`src/rtl/mips_hazard_unit.sv`:
```
// rtl/mips_hazard_unit.sv - hazard/forwarding controller for a 5-stage MIPS pipeline
// HAZARD_FORWARDING_EN: defined enables EX/ID forwarding; undefined stalls on any live producer.
module mips_hazard_unit #(
    parameter int REG_ADDR_W   = 5,
    parameter int BRANCH_STAGE = 3,
    parameter int CNT_W        = 16
) (
    input  logic                  clk,
    input  logic                  reset,
    input  logic                  id_valid,
    input  logic [REG_ADDR_W-1:0] id_rs,
    input  logic [REG_ADDR_W-1:0] id_rt,
    input  logic                  id_uses_rs,
    input  logic                  id_uses_rt,
    input  logic [REG_ADDR_W-1:0] id_rd,
    input  logic                  id_regwrite,
    input  logic                  id_memread,
    input  logic                  branch_taken,
    input  logic                  jump,
    output logic                  pc_hold,
    output logic                  ifid_hold,
    output logic                  flush_id,
    output logic                  flush_ex,
    output logic [1:0]            fwd_a_sel,
    output logic [1:0]            fwd_b_sel,
    output logic                  id_bypass_a,
    output logic                  id_bypass_b,
    output logic [CNT_W-1:0]      stall_count,
    output logic [CNT_W-1:0]      flush_count
);

    if (BRANCH_STAGE != 2 && BRANCH_STAGE != 3) begin : g_bad_branch_stage
        $error("mips_hazard_unit: BRANCH_STAGE must be 2 (EX) or 3 (MEM)");
    end

    logic                  ex_valid, ex_regwrite, ex_memread;
    logic [REG_ADDR_W-1:0] ex_rd, ex_rs, ex_rt;
    logic                  mem_valid, mem_regwrite, mem_memread;
    logic [REG_ADDR_W-1:0] mem_rd;
    logic                  wb_valid, wb_regwrite;
    logic [REG_ADDR_W-1:0] wb_rd;

    logic ex_live, mem_live, wb_live;
    logic id_hits_ex, id_hits_mem, id_hits_wb;
    logic stall_raw, stall, branch_flush_ex;

    assign ex_live  = ex_valid  & ex_regwrite  & (ex_rd  != '0);
    assign mem_live = mem_valid & mem_regwrite & (mem_rd != '0);
    assign wb_live  = wb_valid  & wb_regwrite  & (wb_rd  != '0);

    assign id_hits_ex  = (id_uses_rs & (id_rs == ex_rd))  | (id_uses_rt & (id_rt == ex_rd));
    assign id_hits_mem = (id_uses_rs & (id_rs == mem_rd)) | (id_uses_rt & (id_rt == mem_rd));
    assign id_hits_wb  = (id_uses_rs & (id_rs == wb_rd))  | (id_uses_rt & (id_rt == wb_rd));

`ifdef HAZARD_FORWARDING_EN
    // Only a load in EX cannot be forwarded in time; everything else is bypassed.
    assign stall_raw = id_valid & ex_valid & ex_memread & (ex_rd != '0) & id_hits_ex;

    always_comb begin
        fwd_a_sel = 2'b00;
        fwd_b_sel = 2'b00;
        if (ex_valid) begin
            if (mem_live && !mem_memread && (mem_rd == ex_rs))
                fwd_a_sel = 2'b10;
            else if (wb_live && (wb_rd == ex_rs))
                fwd_a_sel = 2'b01;
            if (mem_live && !mem_memread && (mem_rd == ex_rt))
                fwd_b_sel = 2'b10;
            else if (wb_live && (wb_rd == ex_rt))
                fwd_b_sel = 2'b01;
        end
    end

    assign id_bypass_a = wb_live & id_uses_rs & (wb_rd == id_rs);
    assign id_bypass_b = wb_live & id_uses_rt & (wb_rd == id_rt);
`else
    // Without bypass paths the consumer waits until the producer has left WB.
    assign stall_raw = id_valid & ((ex_live  & id_hits_ex)  |
                                   (mem_live & id_hits_mem) |
                                   (wb_live  & id_hits_wb));

    assign fwd_a_sel   = 2'b00;
    assign fwd_b_sel   = 2'b00;
    assign id_bypass_a = 1'b0;
    assign id_bypass_b = 1'b0;

    logic unused_nofwd;
    assign unused_nofwd = ^{ex_rs, ex_rt, ex_memread, mem_memread};
`endif

    // A taken branch squashes the dependent instruction, so the stall is moot.
    assign stall           = stall_raw & ~branch_taken;
    assign branch_flush_ex = branch_taken & (BRANCH_STAGE == 3);

    assign pc_hold   = stall;
    assign ifid_hold = stall;
    assign flush_id  = branch_taken | (jump & id_valid & ~stall);
    assign flush_ex  = stall | branch_flush_ex;

    always_ff @(posedge clk) begin
        if (!reset) begin
            ex_valid    <= 1'b0;
            mem_valid   <= 1'b0;
            wb_valid    <= 1'b0;
            stall_count <= '0;
            flush_count <= '0;
        end else begin
            ex_valid     <= id_valid & ~flush_ex;
            ex_regwrite  <= id_regwrite;
            ex_memread   <= id_memread;
            ex_rd        <= id_rd;
            ex_rs        <= id_rs;
            ex_rt        <= id_rt;

            mem_valid    <= ex_valid;
            mem_regwrite <= ex_regwrite;
            mem_memread  <= ex_memread;
            mem_rd       <= ex_rd;

            wb_valid     <= mem_valid;
            wb_regwrite  <= mem_regwrite;
            wb_rd        <= mem_rd;

            if (stall && (stall_count != '1))
                stall_count <= stall_count + 1'b1;
            if (flush_id && (flush_count != '1))
                flush_count <= flush_count + 1'b1;
        end
    end

endmodule

```
`config.mk`:
```
export PLATFORM = sky130hd
export DESIGN_NAME = mips_hazard_unit
export DESIGN_NICKNAME = d
export VERILOG_FILES = /design/src/rtl/mips_hazard_unit.sv
export SDC_FILE = /design/constraint.sdc
export NUM_CORES = 1
export LEC_CHECK = 0
export BUFFER_PORTS_ARGS = -buffer_cell sky130_fd_sc_hd__buf_4
export CORE_MARGIN = 5
export CORE_UTILIZATION = 55
export CTS_BUF_LIST = sky130_fd_sc_hd__clkbuf_8
export DETAILED_ROUTE_END_ITERATION = 12
export GPL_TIMING_DRIVEN = 0
export PLACE_DENSITY = 0.84
export SETUP_SLACK_MARGIN = 0.15
export SYNTH_ARGS = -nofsm -noshare
export SYNTH_HDL_FRONTEND = slang
export SYNTH_SLANG_ARGS = --single-unit
```
`constraint.sdc`:
```
create_clock -name clk -period 3.2 [get_ports clk]
set_clock_uncertainty 0.1 [all_clocks]
set_input_delay 0.16 -clock clk [delete_from_list [all_inputs] [get_ports clk]]
set_output_delay 0.16 -clock clk [all_outputs]
set_load 0.02 [all_outputs]
```
# Word-level counts from Yosys, hierarchy flattened
# Cells that the tools add are included.
[totals] rom_bits=0 mem_bits_rw=0 mem_count=0 inputBits=24 latch_bits=0 register_bits=53
[op_classes] eq_ne=8 n_div=0 n_mux=0 n_mul=0 n_reduce_logical=5 add_sub_neg=2 n_bitwise=30 order_cmp=0 n_shift=0
[ops] cell="adder 16 x 1 -> 16 bit, second input constant" n=2
[ops] cell="inequality test 16 bit, second input constant" n=2
[ops] cell="equality test 5 bit" n=6
[ops] cell="AND 1 bit" n=20
[ops] cell="nonzero test 5 bit" n=3
[ops] cell="bitwise OR 1 bit" n=7
[ops] cell="inverter 1 bit" n=3
[ops] cell="logical AND 1 bit" n=2

# Longest topological paths before layout
# Gate-level depths: netlist (run 1).
[logic_depth] ltp_word=12 depth_mapped=10 depth_no_buf=8

# Least setup slack after synthesis (run 1)
# Ideal clock, no wire load.
[synth_path] path_type="register -> register" from="register wb_rd[0]" to="register flush_count[14]" required_ns=3.029 stages_incl_launch_ff=8 synth_period_minus_slack_ns=2.431 setup_ns=0.071 slack_ns=0.769 t_arrival_ns=2.260 cell_sequence="edfxtp_1 or3_1 o311a_1 a22oi_4 a41oi_2 buf_6 or4_1 a21oi_1"
[synth_via] elab_chain_len=11
[synth_rtl] item="start: declaration" line_no="41" rtl="logic [REG_ADDR_W-1:0] wb_rd;"
[synth_rtl] item="start signal: assignment" line_no="122" rtl="wb_rd <= mem_rd;"
[synth_rtl] item="equality test 5 bit" line_no="53" rtl="assign id_hits_wb = (id_uses_rs & (id_rs == wb_rd)) | (id_uses_rt & (id_rt == wb_rd));"
[synth_rtl] item="AND 1 bit" line_no="53"
[synth_rtl] item="bitwise OR 1 bit" line_no="53"
[synth_rtl] item="AND 1 bit *" line_no="80" rtl="(wb_live & id_hits_wb));"
[synth_rtl] item="bitwise OR 1 bit *" line_no="79" rtl="(mem_live & id_hits_mem) |"
[synth_rtl] item="AND 1 bit *" line_no="78" rtl="assign stall_raw = id_valid & ((ex_live & id_hits_ex) |"
[synth_rtl] item="AND 1 bit *" line_no="92" rtl="assign stall = stall_raw & ~branch_taken;"
[synth_rtl] item="inverter 1 bit *" line_no="97" rtl="assign flush_id = branch_taken | (jump & id_valid & ~stall);"
[synth_rtl] item="AND 1 bit *" line_no="97"
[synth_rtl] item="bitwise OR 1 bit *" line_no="97"
[synth_rtl] item="logical AND 1 bit *" line_no="126" rtl="if (flush_id && (flush_count != '1))"
[synth_rtl] item="end signal: assignment" line_no="127" rtl="flush_count <= flush_count + 1'b1;"
[synth_rtl] item="end: declaration" line_no="29" rtl="output logic [CNT_W-1:0] flush_count"
# Every way passes the cells marked *; elsewhere a longest branch is shown, timed or not.
# A chain may end at the register's enable or synchronous reset.

# Worst setup path in the final report (run 1)
[layout_path] from="register ex_rd[0]" to="register stall_count[1]"
[layout_via] elab_chain_len=9
[layout_rtl] item="start: declaration" line_no="37" rtl="logic [REG_ADDR_W-1:0] ex_rd, ex_rs, ex_rt;"
[layout_rtl] item="start signal: assignment" line_no="111" rtl="ex_rd <= id_rd;"
[layout_rtl] item="equality test 5 bit" line_no="51" rtl="assign id_hits_ex = (id_uses_rs & (id_rs == ex_rd)) | (id_uses_rt & (id_rt == ex_rd));"
[layout_rtl] item="AND 1 bit" line_no="51"
[layout_rtl] item="bitwise OR 1 bit" line_no="51"
[layout_rtl] item="AND 1 bit *" line_no="78"
[layout_rtl] item="bitwise OR 1 bit *" line_no="78"
[layout_rtl] item="bitwise OR 1 bit *" line_no="79"
[layout_rtl] item="AND 1 bit *" line_no="78"
[layout_rtl] item="AND 1 bit *" line_no="92"
[layout_rtl] item="logical AND 1 bit *" line_no="124" rtl="if (stall && (stall_count != '1))"
[layout_rtl] item="end signal: assignment" line_no="125" rtl="stall_count <= stall_count + 1'b1;"
[layout_rtl] item="end: declaration" line_no="28" rtl="output logic [CNT_W-1:0] stall_count,"
# Marked as above.

==> results of run 1 <==
-- state kept, by name (all words and copies together) (netlist names) --
register      count
flush_count      16
stall_count      16
ex_rd             5
mem_rd            5
wb_rd             5
ex_regwrite       1
ex_valid          1
mem_regwrite      1
mem_valid         1
wb_regwrite       1
wb_valid          1
-- worst register-to-register path, stage by stage (launching register included) --
cell and delay, ns:
edfxtp_1 0.48, or3_1 0.41, o311a_1 0.33, a22oi_4 0.23, a21o_1 0.30, buf_2 0.26, buf_2 0.27, mux2i_1 0.21
nor2_1 0.05
-- placed cells by master, fill, tap and decap left out, types with 2 or more instances in the layout --
| cell | synthesis | final |
|---|---|---|
| o22ai_1 | 3 | 3 |
| ha_1 | 2 | 2 |
| o21ai_1 | 5 | 5 |
| xor2_1 | 2 | 2 |
| nand2_1 | 19 | 19 |
| a21oi_1 | 26 | 26 |
| clkbuf_1 | 4 | 4 |
| or3_1 | 21 | 21 |
| buf_4 | 7 | 65 |
| xnor2_1 | 31 | 31 |
| and2_1 | 4 | 4 |
| nand4_1 | 9 | 9 |
| bufinv_16 | 0 | 2 |
| or4_1 | 7 | 7 |
| conb_1 | 1 | 6 |
| nor2_1 | 10 | 10 |
| nand2b_1 | 2 | 2 |
| edfxtp_1 | 18 | 18 |
| inv_1 | 8 | 8 |
| and4_1 | 2 | 2 |
| dfxtp_1 | 35 | 35 |
| clkbuf_8 | 0 | 5 |
| o31ai_1 | 7 | 7 |
| nand3_1 | 17 | 17 |
| o41ai_1 | 3 | 3 |
| mux2i_1 | 3 | 3 |
| o311a_1 | 3 | 3 |
| dlygate4sd3_1 | 0 | 6 |
| and3_1 | 7 | 7 |
| o21ai_0 | 14 | 14 |
| buf_2 | 2 | 2 |
| or2_2 | 2 | 2 |
-- worst min path at each step --
stage / slack (ns) / endpoint / cells past startpoint
floorplan: 0.16 / ex_rd[0] / 0
global placement: 0.24 / ex_rd[3] / 1
detailed placement: 0.24 / ex_rd[0] / 1
CTS: 0.12 / ex_valid / 3
global route: 0.15 / ex_valid / 3
finish: 0.13 / ex_valid / 3
-- cell type report --
type,instances,area [um2]
multi-input combinational,213,1350
fill,356,1300
sequential,53,1240
timing repair buffer,64,495
buffer,14,88.8
tap,67,83.8
clock buffer,5,68.8
clock inverter,3,65.1
inverter,8,30.0
-- through the flow --
step,power (W),hold WS (ns),cells,instance area [um2],util (%)
after floorplan,0.000841,0.159,288,2710,-
after global placement,0.000900,0.238,413,3230,68.4
after detailed placement,0.000905,0.241,413,3230,68.4
after CTS,0.00144,0.118,427,3420,72.5
after global routing,0.00149,0.151,427,3420,72.5
final,0.00143,0.133,427,3420,72.5
-- per-layer routing --
layer / track usage, % / share of wire [%] / up-vias
li1: - / - / 1184
met1: 29.8 / 42 / 1166
met2: 38.4 / 49 / 108
met3: 5.19 / 7.6 / 15
met4: 6.76 / 1.8 / 0
met5: 0 / 0 / -
-- repair_timing --
action,4_1_cts,5_1_grt
endpoints found under the setup margin,0,0
hold buffers,6,0
endpoints found under the hold margin,6,0
-- kinds of logic (layout without fill, tap and decap cells) --
family | count (synthesis) | after routing | share of synthesized area, %
muxes | 3 | 3 | 1.12
adders and majority gates | 2 | 2 | 0.930
buffers and inverters | 22 | 94 | 4.42
and+or+nand+nor | 102 | 102 | 20.9
xor gates and xnor gates | 33 | 33 | 10.7
AOI/OAI and AO/OA | 67 | 67 | 15.7
DFF | 53 | 53 | 46.1
other | 1 | 6 | 0.139
-- where the power goes --
part	switching (W)	total, W	internal (W)
logic	0.0000796	0.000156	0.0000767
registers	0.0000236	0.000743	0.000719
clock network	0.000222	0.000532	0.000311
total	0.000325	0.00143	0.00111
==> metrics.md, run 1 <==
| Metric | Value |
|---|---|
| Status | complete, no violations |
| Top-area cell type share of the netlist area | 26.0% |
| Drt total wl | 6.75 mm |
| Worst reg2reg path depth | 8 |
| Final worst setup slack | 0.448 ns |
| H-tree depth | 2 |
| Worst Min Path Start | branch_taken |
| Synthesized area | 2690 um2 |
| CP required | 3.29 ns |
| Dominant cells by area after synthesis | dfxtp_1 (26%), edfxtp_1 (20%), xnor2_1 (10%), or3_1 (4.9%), a21oi_1 (4.8%) |
| # nets final | 385 |
| Min-Delay Path Class | input pin to register |
| Critical path, cell by cell | or3_1, o311a_1, a22oi_4, a21o_1, buf_2, buf_2, mux2i_1, nor2_1 |
| Initial drt markers | 176 |
| Share of cells above drive strength 1 | 22.2% |
| Worst Setup SP | ex_rd[0] |
| Lkg Pwr | 1.27 nW |
| Setup CP Type | register to register |
| Critical path's top delay family | compound AO/OA/AOI/OAI gates |
| Largest stage delay on the critical path | 0.48 ns |
| Launching point of the worst reg2reg path | ex_rd[0] |
| Yosys warns | 0 |
| Cell mode on critical path | buf_2 |
| Register-to-register setup slack | 0.45 ns |
| Post-CTS Setup Bufs | 0 |
| Bufs and invs on worst path | 2 |
| Pwr per Cell Area | 418 nW/um2 |
| Crit path to | stall_count[1] |
| CP arrival | 2.84 ns |
| Fmax | 363 MHz |
| Die area | 6390 um2 |
| Final period utilization | 86.0% |
| Initial antenna violation count | 0 |
| RSZ-0062 raised after global routing | no |
| TritonRoute pass-1 iters | 4 |
| Post-DP HPWL | 4.91 mm |
| Tot GR Track Use | 23.1% |
| Final Max Slew Viols | 0 |
| Most frequent cell after synthesis | dfxtp_1 |
| Fin crit period | 2.75 ns |
| Number of global-route vias before repair | 2445 |
| Count of cell types in the netlist | 38 |
| R2r endpoint | stall_count[1] |
| Antenna cells | 0 |
| Main synth FF type | dfxtp_1 |
| Post-DR wirelength/cell | 15.8 um |
| CP startpoint kind | register |
| Post-synth EDFFs | 18 |
| CTS sink count | 53 |
| Area leader, netlist | dfxtp_1 |
| Gpl congestion | 0.823 |
| Worst slew margin | 61.9% |
| Buffers added on ports | 58 |
| Max Cap Viol | 0 |
| CTS tree | yes |
| Vias per Instance | 5.79 |
| Slowest cell on crit path | edfxtp_1 |
| Post-route ant nets | 0 |
| Worst setup EP type | register |
| Fin. Hold Viols | 0 |
| DR DRC count | 0 |
| First-pass GRT wire length | 11.7 mm |
| Commonest cells in the netlist | dfxtp_1 (35), xnor2_1 (31), a21oi_1 (26) |
| Post-synthesis sequential area ratio | 46.1% |
| Chip Height | 80.0 um |
| Max FO, Critical Path | 10 |
| Post-CTS sizing | 0 |
| Cells after Synth | 283 |
| Initial Utilization | 57.0% |
| Die X | 80.0 um |
| DR vias | 2473 |
| Placeable Area | 4720 um2 |
| Clock Latency Late Sink | 0.31 ns |
| Clk slew on worst S/H paths | 0.10 ns |
| Max IR drop VDD | 0.236 mV |
| Global route total overflow | 0 |
| Yosys reg bits | 53 |
| Setup TNS | 0 ns |
| Largest net degree at the start of global routing | 27 |
| Instance count on the critical path | 8 |
| TritonCTS Buffers | 5 |
| Async SR Flop Fraction | 0% |
| Final setup fails | 0 |
| Dpl ws | 0.460 ns |
| Synth Area per Inst | 9.51 um2 |
| Root Buffer | clkbuf_8 |
| Max Buffers Root-to-Sink | 2 |
| Layout overhead on the synthesized area | 27.2% |
| # IOs | 66 |
| Worst-margin pin slew | 0.568 ns |
| Row cnt | 25 |
(Power assumes the default switching activity.)
==> run 2, diff against run 1 <==
--- a/config.mk
+++ b/config.mk
@@ -11,7 +11,7 @@
 export CTS_BUF_LIST = sky130_fd_sc_hd__clkbuf_8
 export DETAILED_ROUTE_END_ITERATION = 12
 export GPL_TIMING_DRIVEN = 0
-export PLACE_DENSITY = 0.84
+export PLACE_DENSITY = 0.94
 export SETUP_SLACK_MARGIN = 0.15
 export SYNTH_ARGS = -nofsm -noshare
 export SYNTH_HDL_FRONTEND = slang
==> metrics.md, run 2 (synthesis results as in run 1) <==
| Metric | Value |
|---|---|
| Status | complete, no violations |
| Post-DR wirelength/cell | 15.6 um |
| Post-DP HPWL | 4.85 mm |
| Number of global-route vias before repair | 2387 |
| Initial drt markers | 180 |
| TritonRoute pass-1 iters | 4 |
| Layout overhead on the synthesized area | 27.2% |
| Largest stage delay on the critical path | 0.47 ns |
| Row cnt | 25 |
| Critical path's top delay family | compound AO/OA/AOI/OAI gates |
| Hold slack | 0.128 ns |
| H-tree depth | 2 |
| Setup TNS | 0 ns |
| DR vias | 2461 |
| Min-Delay Path Class | input pin to register |
| Clk slew on worst S/H paths | 0.10 ns |
| Post-route ant nets | 0 |
| Post-CTS sizing | 0 |
| R2r endpoint | stall_count[1] |
| Initial antenna violation count | 0 |
| Worst slew margin | 51.3% |
| Slowest cell on crit path | edfxtp_1 |
| Commonest non-fill, non-tap cell in the layout | buf_4 |
| Max IR drop VDD | 0.272 mV |
| CTS tree | yes |
| # IOs | 66 |
| Worst setup EP type | register |
| RSZ-0062 raised after global routing | no |
| Initial Utilization | 57.0% |
| Reg power frac | 51.7% |
| Buffers added on ports | 58 |
| CP startpoint kind | register |
| Final period utilization | 86.9% |
| Vias per Instance | 5.76 |
| Setup CP Type | register to register |
| Critical path, cell by cell | or3_1, o311a_1, a22oi_4, a21o_1, buf_2, buf_2, mux2i_1, nor2_1 |
| FILL cells | 370 |
| Top Registers | flush_count: 16 flops, stall_count: 16 flops |
| Largest net degree at the start of global routing | 27 |
| Global route total overflow | 0 |
| Final setup fails | 0 |
| Fin. Hold Viols | 0 |
| CTS sink count | 53 |
| Register-to-register setup slack | 0.42 ns |
| Internal Dissipation | 0.00111 W |
| Final Max Slew Viols | 0 |
| Chip Height | 80.0 um |
| Worst-margin pin slew | 0.726 ns |
| Worst reg2reg path depth | 8 |
| Drt total wl | 6.67 mm |
| Gpl congestion | 0.902 |
| Max Buffers Root-to-Sink | 2 |
| Launching point of the worst reg2reg path | ex_rd[0] |
| Max FO, Critical Path | 10 |
| Instance count on the critical path | 8 |
| Clock Latency Late Sink | 0.31 ns |
| Fmax | 360 MHz |
| Cell mode on critical path | buf_2 |
| First-pass GRT wire length | 11.1 mm |
| Power share of the clock group | 37.4% |
| Sw Ratio | 22.9% |
| Tot GR Track Use | 22.2% |
| Bufs and invs on worst path | 2 |
| Max Cap Viol | 0 |
| Root Buffer | clkbuf_8 |
| Pwr per Cell Area | 419 nW/um2 |
| Net switching power | 0.000328 W |
| TritonCTS Buffers | 5 |
| Share of cells above drive strength 1 | 22.2% |
| Logic pwr share | 10.8% |
| Die area | 6390 um2 |
| Post-CTS Setup Bufs | 0 |
| Crit path to | stall_count[1] |
| # nets final | 385 |
| Die X | 80.0 um |
| Fin crit period | 2.78 ns |
| Worst Setup SP | ex_rd[0] |
| CP arrival | 2.87 ns |
| DR DRC count | 0 |
| Commonest cells after routing, fill and taps aside | buf_4 (65), dfxtp_1 (35), xnor2_1 (31) |
| CP required | 3.28 ns |
| Placeable Area | 4720 um2 |
| Lkg Pwr | 1.27 nW |
| Hold buffer count at cts | 6 |
| Antenna cells | 0 |
==> run 2: how the worst min path moves through the flow <==
stage	slack (ns)	end	cells after the start	startpoint
floorplan	0.16	ex_rd[0]	0	id_rd[0]
global placement	0.24	ex_rd[2]	1	id_rd[2]
detailed placement	0.24	ex_rd[4]	1	id_rd[4]
CTS	0.11	ex_valid	3	branch_taken
global route	0.13	ex_valid	3	branch_taken
finish	0.13	ex_valid	3	branch_taken
==> run 2: power groups by stage <==
stage,logic [W],clock network (W),registers (W)
after floorplan,0.0000838,0,0.000757
after global placement,0.000143,0,0.000756
after detailed placement,0.000148,0,0.000758
after CTS,0.000155,0.000539,0.000742
after global routing,0.000169,0.000572,0.000747
final,0.000156,0.000537,0.000742
==> run 2: per-stage QoR <==
stage / total power, W / setup WS (ns) / instance area [um2] / std cells / utilization [%]
finish: 0.00144 / 0.419 / 3420 / 427 / 72.5
detailed placement: 0.000906 / 0.486 / 3230 / 413 / 68.4
global route: 0.00149 / 0.219 / 3420 / 427 / 72.5
CTS: 0.00144 / 0.458 / 3420 / 427 / 72.5
floorplan: 0.000841 / 0.769 / 2710 / 288 / -
global placement: 0.000898 / 0.494 / 3230 / 413 / 68.4
==> run 2: per-layer routing <==
metal	track usage, %	share of wire, %
met3	4.97	7.9
met5	0	0
met2	36.4	49
met1	28.1	41
met4	9.29	2.5
==> run 2: cell type report <==
| type | count | area (um2) | share of cell area (%) |
|---|---|---|---|
| flip-flops and latches | 53 | 1240 | 36.3 |
| repair buffers | 64 | 495 | 14.5 |
| multi-input cells | 213 | 1350 | 39.4 |
| inverters | 8 | 30.0 | 0.877 |
| plain buffers | 14 | 88.8 | 2.60 |
| clock inverters | 3 | 65.1 | 1.90 |
| clock buffers | 5 | 68.8 | 2.01 |
| well taps | 67 | 83.8 | 2.45 |
==> run 2: tightest hold or removal path, cell delays in order <==
cell	delay (ns)
buf_4	0.11
nor2_1	0.05
and3_1	0.17
==> run 3, diff against run 2 <==
--- a/config.mk
+++ b/config.mk
@@ -7,11 +7,11 @@
 export LEC_CHECK = 0
 export BUFFER_PORTS_ARGS = -buffer_cell sky130_fd_sc_hd__buf_4
 export CORE_MARGIN = 5
-export CORE_UTILIZATION = 55
+export CORE_UTILIZATION = 50
 export CTS_BUF_LIST = sky130_fd_sc_hd__clkbuf_8
 export DETAILED_ROUTE_END_ITERATION = 12
 export GPL_TIMING_DRIVEN = 0
-export PLACE_DENSITY = 0.94
+export PLACE_DENSITY = 0.9
 export SETUP_SLACK_MARGIN = 0.15
 export SYNTH_ARGS = -nofsm -noshare
 export SYNTH_HDL_FRONTEND = slang
==> constraint.sdc (replaced) <==
create_clock -name clk -period 2.53 [get_ports clk]
set_clock_uncertainty 0.1 [all_clocks]
set_input_delay 0.1265 -clock clk [delete_from_list [all_inputs] [get_ports clk]]
set_output_delay 0.1265 -clock clk [all_outputs]
set_load 0.02 [all_outputs]
==> metrics.md, run 3 (synthesis results as in run 1) <==
| Metric | Value |
|---|---|
| Buffers added on ports | 58 |
| Final period utilization | 101% |
| Antenna cells | 0 |
| DR vias | 2633 |
| Fin area | 3830 um2 |
| # IOs | 66 |
| Min-Delay Path Class | input pin to register |
| Final Max Slew Viols | 0 |
| Drt total wl | 7.95 mm |
| Share of cells above drive strength 1 | 34.6% |
| Die X | 83.4 um |
| CP arrival | 2.70 ns |
| CTS tree | yes |
| Tot GR Track Use | 21.0% |
| Placed Cells | 416 |
| Row cnt | 26 |
| Slowest cell on crit path | or4_1 |
| Commonest cells after routing, fill and taps aside | buf_4 (77), dfxtp_1 (35), xnor2_1 (30) |
| CP required | 2.67 ns |
| H-tree depth | 2 |
| Fin. Hold Viols | 0 |
| Initial Utilization | 52.0% |
| Root Buffer | clkbuf_8 |
| Dpl ws | -0.220 ns |
| DR DRC count | 0 |
| Worst slew margin | 60.0% |
| Final Non-Filler Cells | 451 |
| Setup CP Type | register to register |
| Post-DR wirelength/cell | 17.6 um |
| Pwr per Cell Area | 438 nW/um2 |
| TritonRoute pass-1 iters | 4 |
| Max Cap Viol | 0 |
| CTS sink count | 53 |
| TritonCTS Buffers | 5 |
| Final worst setup slack | -0.0237 ns |
| Global route total overflow | 0 |
| Post-DP HPWL | 4.81 mm |
| First-pass GRT wire length | 12.0 mm |
| Worst Setup SP | mem_rd[2] |
| Clk slew on worst S/H paths | 0.10 ns |
| CP startpoint kind | register |
| Max FO, Critical Path | 5 |
| Vias per Instance | 5.84 |
| Placed Area | 3230 um2 |
| Worst setup EP type | register |
| Largest net degree at the start of global routing | 27 |
| Placeable Area | 5170 um2 |
| Status | finished with violations |
| Critical path, cell by cell | or3_4, o311a_4, a311oi_4, o21ai_4, or4_1, a21oi_1 |
| Lkg Pwr | 1.46 nW |
| Max Buffers Root-to-Sink | 2 |
| Gpl congestion | 0.881 |
| R2r endpoint | flush_count[13] |
| Top Registers | flush_count: 16 flops, stall_count: 16 flops |
| Clock Latency Late Sink | 0.32 ns |
| Max IR drop VDD | 0.233 mV |
| Hold slack | 0.0895 ns |
| Die area | 6950 um2 |
| # nets final | 406 |
| Chip Height | 83.4 um |
| Worst reg2reg path depth | 6 |
| Layout overhead on the synthesized area | 42.5% |
| Failing checks | setup timing |
| Fmax | 392 MHz |
| RSZ-0062 raised after global routing | yes |
| Register-to-register setup slack | -0.02 ns |
| Final setup fails | 3 |
| Post-route ant nets | 0 |
| Crit path to | flush_count[13] |
| Worst-margin pin slew | 0.599 ns |
| Fin crit period | 2.55 ns |
| Number of global-route vias before repair | 2441 |
| Initial antenna violation count | 0 |
| Initial drt markers | 262 |
| FILL cells | 342 |
| Launching point of the worst reg2reg path | mem_rd[2] |
| Commonest non-fill, non-tap cell in the layout | buf_4 |
| Largest stage delay on the critical path | 0.49 ns |
==> run 3: critical path: cells and delay by family, from the launching register on <==
| family | cells | cell delay (ns) |
|---|---|---|
| compound gates | 4 | 1.02 |
| simple gates | 2 | 0.87 |
| flops | 1 | 0.48 |
==> run 3: what timing repair did <==
action | in CTS | in global routing
hold endpoints to repair | 6 | 0
pin swaps | 16 | 27
gates cloned | 1 | 1
buffers inserted | 14 | 5
resized for setup | 20 | 40
hold buffers | 6 | 0
setup endpoints to repair | 35 | 35
==> run 3: how the worst min path moves through the flow <==
stage                start               to  slack (ns)  depth (start not counted)
3_3_place_gp      id_rd[0]         ex_rd[0]        0.21                          1
4_1_cts              reset  flush_count[12]        0.09                          3
5_1_grt              reset  flush_count[12]        0.11                          3
3_5_place_dp   id_regwrite      ex_regwrite        0.21                          1
6_report             reset  flush_count[12]        0.09                          3
2_1_floorplan     id_rd[0]         ex_rd[0]        0.13                          0
==> run 3: metal layers <==
| layer | track usage, % | routed length [um] | part of all wire [%] | vias up |
|---|---|---|---|---|
| met3 | 5.64 | 524 | 6.6 | 12 |
| li1 | - | - | - | 1234 |
| met1 | 27.0 | 3250 | 41 | 1281 |
| met4 | 7.88 | 123 | 1.5 | 0 |
| met5 | 0 | 0 | 0 | - |
| met2 | 33.8 | 4050 | 51 | 106 |
==> run 3: final cells by class <==
class / count / area (um2) / area share (%)
plain buffers: 14 / 128 / 3.33
clock buffers: 5 / 68.8 / 1.79
clock inverters: 3 / 18.8 / 0.489
inverters: 8 / 30.0 / 0.783
multi-input cells: 214 / 1580 / 41.1
flip-flops and latches: 53 / 1240 / 32.4
well taps: 70 / 87.6 / 2.28
repair buffers: 84 / 686 / 17.9
==> run 3: metrics by stage <==
stage / total power, W / util, % / TNS (ns)
6_report: 0.00168 / 74.1 / -0.0350
5_1_grt: 0.00174 / 74.1 / -0.492
4_1_cts: 0.00164 / 69.4 / 0
3_5_place_dp: 0.00115 / 62.5 / -2.25
3_3_place_gp: 0.00114 / 62.5 / -0.657
2_1_floorplan: 0.00106 / - / 0
==> run 3: power breakdown <==
group / total [W] / switching (W) / internal [W]
Sequential: 0.000941 / 0.0000309 / 0.000910
Clock: 0.000485 / 0.000293 / 0.000192
Combinational: 0.000255 / 0.000128 / 0.000126
Total: 0.00168 / 0.000453 / 0.00123
